`src/rtl/oled_pkg.sv`:
```
// Shared definitions for the SSD1331 OLED pixel streaming path:
// panel geometry, RGB565 field layout, scanner FSM encoding and the
// CRC-16/CCITT constants with a single-bit update helper.
package oled_pkg;

    localparam int OLED_WIDTH  = 96;
    localparam int OLED_HEIGHT = 64;

    localparam int PIXEL_BITS   = 16;
    localparam int RGB_R_WIDTH  = 5;
    localparam int RGB_G_WIDTH  = 6;
    localparam int RGB_B_WIDTH  = 5;
    localparam int RGB_R_OFFSET = 11;
    localparam int RGB_G_OFFSET = 5;
    localparam int RGB_B_OFFSET = 0;

    typedef enum logic [2:0] {
        IDLE  = 3'd0,
        REQ   = 3'd1,
        WAIT  = 3'd2,
        SHIFT = 3'd3,
        DONE  = 3'd4
    } scan_state_e;

    localparam logic [15:0] CRC16_POLY = 16'h1021;
    localparam logic [15:0] CRC16_INIT = 16'hFFFF;

    // One MSB-first CRC-16/CCITT step for a single incoming bit.
    function automatic logic [15:0] crc16_step(input logic [15:0] crc, input logic bit_in);
        logic feedback;
        feedback = crc[15] ^ bit_in;
        return {crc[14:0], 1'b0} ^ (feedback ? CRC16_POLY : 16'h0000);
    endfunction

endpackage

```
`src/rtl/oled_crc16_serial.sv`:
```
// Bit-serial CRC-16/CCITT accumulator (poly 0x1021, no reflection).
// init_i reloads the seed; en_i folds in one data bit per clock.
module oled_crc16_serial
    import oled_pkg::*;
(
    input  logic        clk_i,
    input  logic        reset_i,
    input  logic        en_i,
    input  logic        init_i,
    input  logic        data_i,
    output logic [15:0] crc_o
);

    logic [15:0] crc_q;
    logic [15:0] crc_d;

    // Seed on init, otherwise fold in the current bit when enabled.
    always_comb begin
        crc_d = crc_q;
        if (init_i) begin
            crc_d = CRC16_INIT;
        end else if (en_i) begin
            crc_d = crc16_step(crc_q, data_i);
        end
    end

    // Running CRC register.
    always_ff @(posedge clk_i) begin
        if (reset_i) begin
            crc_q <= CRC16_INIT;
        end else begin
            crc_q <= crc_d;
        end
    end

    assign crc_o = crc_q;

endmodule

```
`src/rtl/oled_pixel_scanner.sv`:
```
// Raster scanner for the 96x64 SSD1331: requests each pixel colour by
// coordinate, waits out the colour generator latency, then shifts the
// RGB565 word MSB-first on a clk/2 SPI mode-0 link with DC held high.
// Optional feature macro: FRAME_CRC_EN adds a frame_crc output carrying
// the CRC-16/CCITT of every bit streamed in the last completed frame.
module oled_pixel_scanner
    import oled_pkg::*;
#(
    parameter int WIDTH         = OLED_WIDTH,
    parameter int HEIGHT        = OLED_HEIGHT,
    parameter int COLOR_LATENCY = 1
)
(
    input  logic        clk12p5mhz_clk,
    input  logic        reset,
    input  logic        init_done,
    input  logic        frame_start,
    input  logic [15:0] pixel_color,
    output logic [7:0]  coordinate_x,
    output logic [6:0]  coordinate_y,
    output logic        oled_cs_n,
    output logic        oled_dc,
    output logic        oled_sclk,
    output logic        oled_mosi,
    output logic        busy,
    output logic        frame_done
`ifdef FRAME_CRC_EN
    ,
    output logic [15:0] frame_crc
`endif
);

    scan_state_e state_q, state_d;
    logic [7:0]  x_q, x_d;
    logic [6:0]  y_q, y_d;
    logic [2:0]  wait_q, wait_d;
    logic [4:0]  phase_q, phase_d;
    logic [15:0] shift_q, shift_d;

    logic last_pixel;
    logic last_wait;
    logic last_phase;
    logic accept;

    assign last_pixel = (x_q == 8'(WIDTH - 1)) && (y_q == 7'(HEIGHT - 1));
    assign last_wait  = (wait_q == 3'(COLOR_LATENCY - 1));
    assign last_phase = (phase_q == 5'd31);
    assign accept     = (state_q == IDLE) && frame_start && init_done;

    // State and datapath registers; reset returns everything to idle.
    always_ff @(posedge clk12p5mhz_clk) begin
        if (reset) begin
            state_q <= IDLE;
            x_q     <= '0;
            y_q     <= '0;
            wait_q  <= '0;
            phase_q <= '0;
            shift_q <= '0;
        end else begin
            state_q <= state_d;
            x_q     <= x_d;
            y_q     <= y_d;
            wait_q  <= wait_d;
            phase_q <= phase_d;
            shift_q <= shift_d;
        end
    end

    // Next-state logic: sequencing, coordinate stepping and bit shifting.
    always_comb begin
        state_d = state_q;
        x_d     = x_q;
        y_d     = y_q;
        wait_d  = wait_q;
        phase_d = phase_q;
        shift_d = shift_q;
        case (state_q)
            IDLE: begin
                if (accept) begin
                    state_d = REQ;
                    x_d     = '0;
                    y_d     = '0;
                end
            end
            REQ: begin
                state_d = WAIT;
                wait_d  = '0;
            end
            WAIT: begin
                if (last_wait) begin
                    state_d = SHIFT;
                    wait_d  = '0;
                    phase_d = '0;
                    shift_d = pixel_color;
                end else begin
                    wait_d = wait_q + 3'd1;
                end
            end
            SHIFT: begin
                phase_d = phase_q + 5'd1;
                if (phase_q[0]) begin
                    shift_d = {shift_q[14:0], 1'b0};
                end
                if (last_phase) begin
                    phase_d = '0;
                    if (last_pixel) begin
                        state_d = DONE;
                        x_d     = '0;
                        y_d     = '0;
                    end else begin
                        state_d = REQ;
                        if (x_q == 8'(WIDTH - 1)) begin
                            x_d = '0;
                            y_d = y_q + 7'd1;
                        end else begin
                            x_d = x_q + 8'd1;
                        end
                    end
                end
            end
            DONE: begin
                state_d = IDLE;
            end
            default: begin
                state_d = IDLE;
            end
        endcase
        if ((state_q != IDLE) && !init_done) begin
            state_d = IDLE;
            x_d     = '0;
            y_d     = '0;
            wait_d  = '0;
            phase_d = '0;
            shift_d = '0;
        end
    end

    // Moore outputs decoded from the registered state.
    always_comb begin
        logic streaming;
        streaming    = (state_q == REQ) || (state_q == WAIT) || (state_q == SHIFT);
        busy         = streaming;
        oled_cs_n    = !streaming;
        oled_dc      = streaming;
        oled_sclk    = (state_q == SHIFT) && phase_q[0];
        oled_mosi    = (state_q == SHIFT) && shift_q[15];
        frame_done   = (state_q == DONE);
        coordinate_x = x_q;
        coordinate_y = y_q;
    end

`ifdef FRAME_CRC_EN
    logic [15:0] crc_running;
    logic [15:0] frame_crc_q;

    oled_crc16_serial u_crc (
        .clk_i   (clk12p5mhz_clk),
        .reset_i (reset),
        .en_i    ((state_q == SHIFT) && !phase_q[0]),
        .init_i  (accept),
        .data_i  (shift_q[15]),
        .crc_o   (crc_running)
    );

    // Capture the finished CRC on the edge that enters DONE; aborts skip it.
    always_ff @(posedge clk12p5mhz_clk) begin
        if (reset) begin
            frame_crc_q <= '0;
        end else if (state_d == DONE) begin
            frame_crc_q <= crc_running;
        end
    end

    assign frame_crc = frame_crc_q;
`endif

endmodule

```
`config.mk`:
```
export PLATFORM = sky130hd
export DESIGN_NAME = oled_pixel_scanner
export DESIGN_NICKNAME = d
export VERILOG_FILES = /design/src/rtl/oled_pkg.sv /design/src/rtl/oled_crc16_serial.sv /design/src/rtl/oled_pixel_scanner.sv
export SDC_FILE = /design/constraint.sdc
export NUM_CORES = 1
export LEC_CHECK = 0
export ABC_AREA = 1
export CORE_MARGIN = 4
export CORE_UTILIZATION = 28
export CTS_CLUSTER_DIAMETER = 50
export DETAILED_ROUTE_END_ITERATION = 6
export HOLD_SLACK_MARGIN = 0.06
export PLACE_DENSITY_LB_ADDON = 0.05
export SETUP_SLACK_MARGIN = 0.4
export SYNTH_ARGS = -nofsm -noshare
export SYNTH_HDL_FRONTEND = slang
export SYNTH_SLANG_ARGS = --single-unit
```
`constraint.sdc`:
```
create_clock -name clk12p5mhz_clk -period 1.91 [get_ports clk12p5mhz_clk]
set_input_delay 0.191 -clock clk12p5mhz_clk [delete_from_list [all_inputs] [get_ports clk12p5mhz_clk]]
set_output_delay 0.191 -clock clk12p5mhz_clk [all_outputs]
set_load 0.02 [all_outputs]
```
==> impl_metrics.toml <==
[final_layout]
multi_input_area_sq_um = 1254
final_common_cell = "nand2_1"
seqCellArea_sq_um = 850.8
final_cell_mix = "nand2_1, dfxtp_1, nor2_1"
drive_above_1_share = 0.1941
fillers = 793
num_antenna_cells = 0
syn_to_final_growth_pct = 44.37
finish.net_count = 401

[worst_setup_path]
cp.required_ns = 2.11
r2r-start = "phase_q[0]$_SDFFE_PP0P_"
crit_path_cell_trace = "ha_4 -> nand2_2 -> nor2_1 -> ha_2 -> inv_2 -> nand2_4 -> buf_12 -> nand3_4 -> nor2_4 -> nand2_1 -> nand2_1 -> nor2_1"
cp_slowest_cell = "dfxtp_2"
critical_path_buf_inv_count = 2
cp-startpoint = "phase_q[0]$_SDFFE_PP0P_"
cp_max_fo = 6
worstSetupStartpointType = "flop"
timing.critical_path.arrival_ns = 1.80
crit_type = "reg -> reg"
max_stage_delay_ns = 0.36
cp-end-kind = "flop"
critPathTopFamily = "simple AND/OR/NAND/NOR gates"

[logic_synthesis]
synth-edff-count = 0
async_reset_ff_frac = 0
synth-seq-cells = 42
yosysSeqAreaShare = 0.3918
syn_nets = 342
synth_top_flop_cell = "dfxtp_1"
syn_area_per_cell_sq_um = 6.791
syn_area_sq_um = 2146
yosys_warnings = 0
syn_inst = 316
synth.distinct_cells = 28

[sta]
finalHoldViolCount = 0
finalSetupViolations = 0
grt_setup_unrepaired = "true"
fin_crit_sh = 0.8405
slew_headroom = 0.7823
fin_skew_ns = 0.008585
worst_pin_slew_ns = 0.3254
max_freq_ghz = 0.6229
setup_ws_ns = 0.3047
drv_slew = 0
period_minus_slack_ns = 1.605
holdWs_ns = 0.4561
fin_setup_tns_ns = 0

[place]
hpwl_um = 3922
place_ws_ns = 0.2055
place.gp.congestion = 0.7881
portBuffers = 40

[clock_tree]
path_clk_slew_ns = 0.09
cts_tree = "done"
clockBufferDepth = 2
cts.sinks = 42
ctsHtreeMaxLevel = 2
cts_buffers = 5
clock_latency_ns = 0.30
ctsHoldBuffers = 0
cts_root_buf = "clkbuf_8"

[floorplanning]
start_util = 0.2912
die_x_um = 95.54
io_pins = 41
coreArea_sq_um = 7370
dieHeight_um = 95.54
dieArea_sq_um = 9128
rows = 31

[route]
wl_um = 5818
drc = 0
first_pass_iters = 4
drt_iter0_drc = 46
wl_per_cell_um = 12.25
vias = 2194
vias_per_cell = 4.619
final_antenna_net_count = 0

[grt]
grt_pass1_vias = 1990
grt_max_degree = 31
track_usage = 0.1281
antenna_found_initial = 0
grt_overflow = 0
grt_pass1_wl_um = 9294

[power_and_ir_drop]
powerDensity_nw_per_um2 = 1195
ir_drop_v = 0.0004979
p_leak_nw = 1.320

[run_status]
status = "complete, no violations"

[hold_path]
hp-start = "pixel_color[0]"
hold_path_class = "in -> reg"

[job]
maxCapViolCount = 0
## worst reg2reg max path: cells and delay by family (launching register included)
family        cells  cell delay [ns]
simple gates      8             0.68
flops             1             0.36
fa+ha+maj         2             0.31
buf+inv           2             0.15
## timing repair
item                                    4_1_cts  5_1_grt
buffers inserted                              4        6
hold endpoints to repair                      0        0
pin swaps                                     5       12
gates resized for setup                      38       29
cloned                                        2        2
endpoints found under the setup margin       53       46
## layer usage
metal  GRT usage  routed length [um]  up-vias
li1            -                   -     1160
met1      0.1641                2830      983
met2      0.2102                2656       44
met3     0.03078                 258        7
met4     0.04265                  73        0
met5           0                   0        -
## final cells by class
| cell class | count | area share |
|---|---|---|
| clock buffers | 5 | 0.02221 |
| well taps | 99 | 0.03998 |
| inverters | 28 | 0.03514 |
| repair buffers | 64 | 0.2092 |
| flip-flops and latches | 42 | 0.2746 |
| multi-input cells | 234 | 0.4047 |
| clock inverters | 3 | 0.01414 |
## final timing paths
kind / cells after the start / slack (ns) / end
worst max register to register: 12 / 0.30 / coordinate_y[0]$_SDFFE_PP0P_
worst min register to register: 2 / 0.47 / phase_q[3]$_SDFFE_PP0P_
worst min-delay path: 3 / 0.46 / shift_q[0]$_SDFFE_PP0P_
worst max-delay path: 12 / 0.30 / coordinate_y[0]$_SDFFE_PP0P_
## power by group
group | leakage (nW) | switching [mW] | internal [mW] | total, mW
logic | 0.918 | 1.05 | 0.769 | 1.81
clock network | 0.0585 | 0.340 | 0.392 | 0.733
registers | 0.343 | 0.117 | 1.04 | 1.16
total | 1.32 | 1.50 | 2.20 | 3.70
## cell families after synthesis
| group | share of synthesized area |
|---|---|
| AOI/OAI and AO/OA | 0.1586 |
| xor gates and xnor gates | 0.01225 |
| adders and majority gates | 0.03498 |
| buffers and inverters | 0.08280 |
| DFF | 0.3918 |
| and+or+nand+nor | 0.3195 |
## Yosys cell counts (4+ instances only)
| master | instances | area, sq um |
|---|---|---|
| nand2_1 | 94 | 352.8 |
| dfxtp_1 | 42 | 840.8 |
| nor2_1 | 27 | 101.4 |
| inv_1 | 25 | 93.84 |
| nand3_1 | 25 | 125.1 |
| o21ai_1 | 18 | 90.09 |
| a21oi_1 | 17 | 85.08 |
| a31oi_1 | 15 | 93.84 |
| buf_2 | 10 | 50.05 |
| o21ai_0 | 8 | 40.04 |
| ha_1 | 6 | 75.07 |
| nand4_1 | 4 | 25.02 |
## state kept, by name, summed over array words and instances (netlist names)
| signal | flops |
|---|---|
| coordinate_y | 7 |
| shift_q | 16 |
| coordinate_x | 8 |
| state_q | 3 |
| wait_q | 3 |
| phase_q | 5 |
## stage by stage
step | utilization | power, mW | instance area [sq um] | std cells
after detailed placement | 0.3708 | 2.587 | 2733 | 453
after global routing | 0.4204 | 3.972 | 3098 | 475
after CTS | 0.3993 | 3.455 | 2943 | 467
after global placement | 0.3708 | 2.589 | 2733 | 453
after floorplan | - | 2.123 | 2161 | 316
final | 0.4204 | 3.703 | 3098 | 475
No activity file was read; power rests on OpenSTA's default activity.
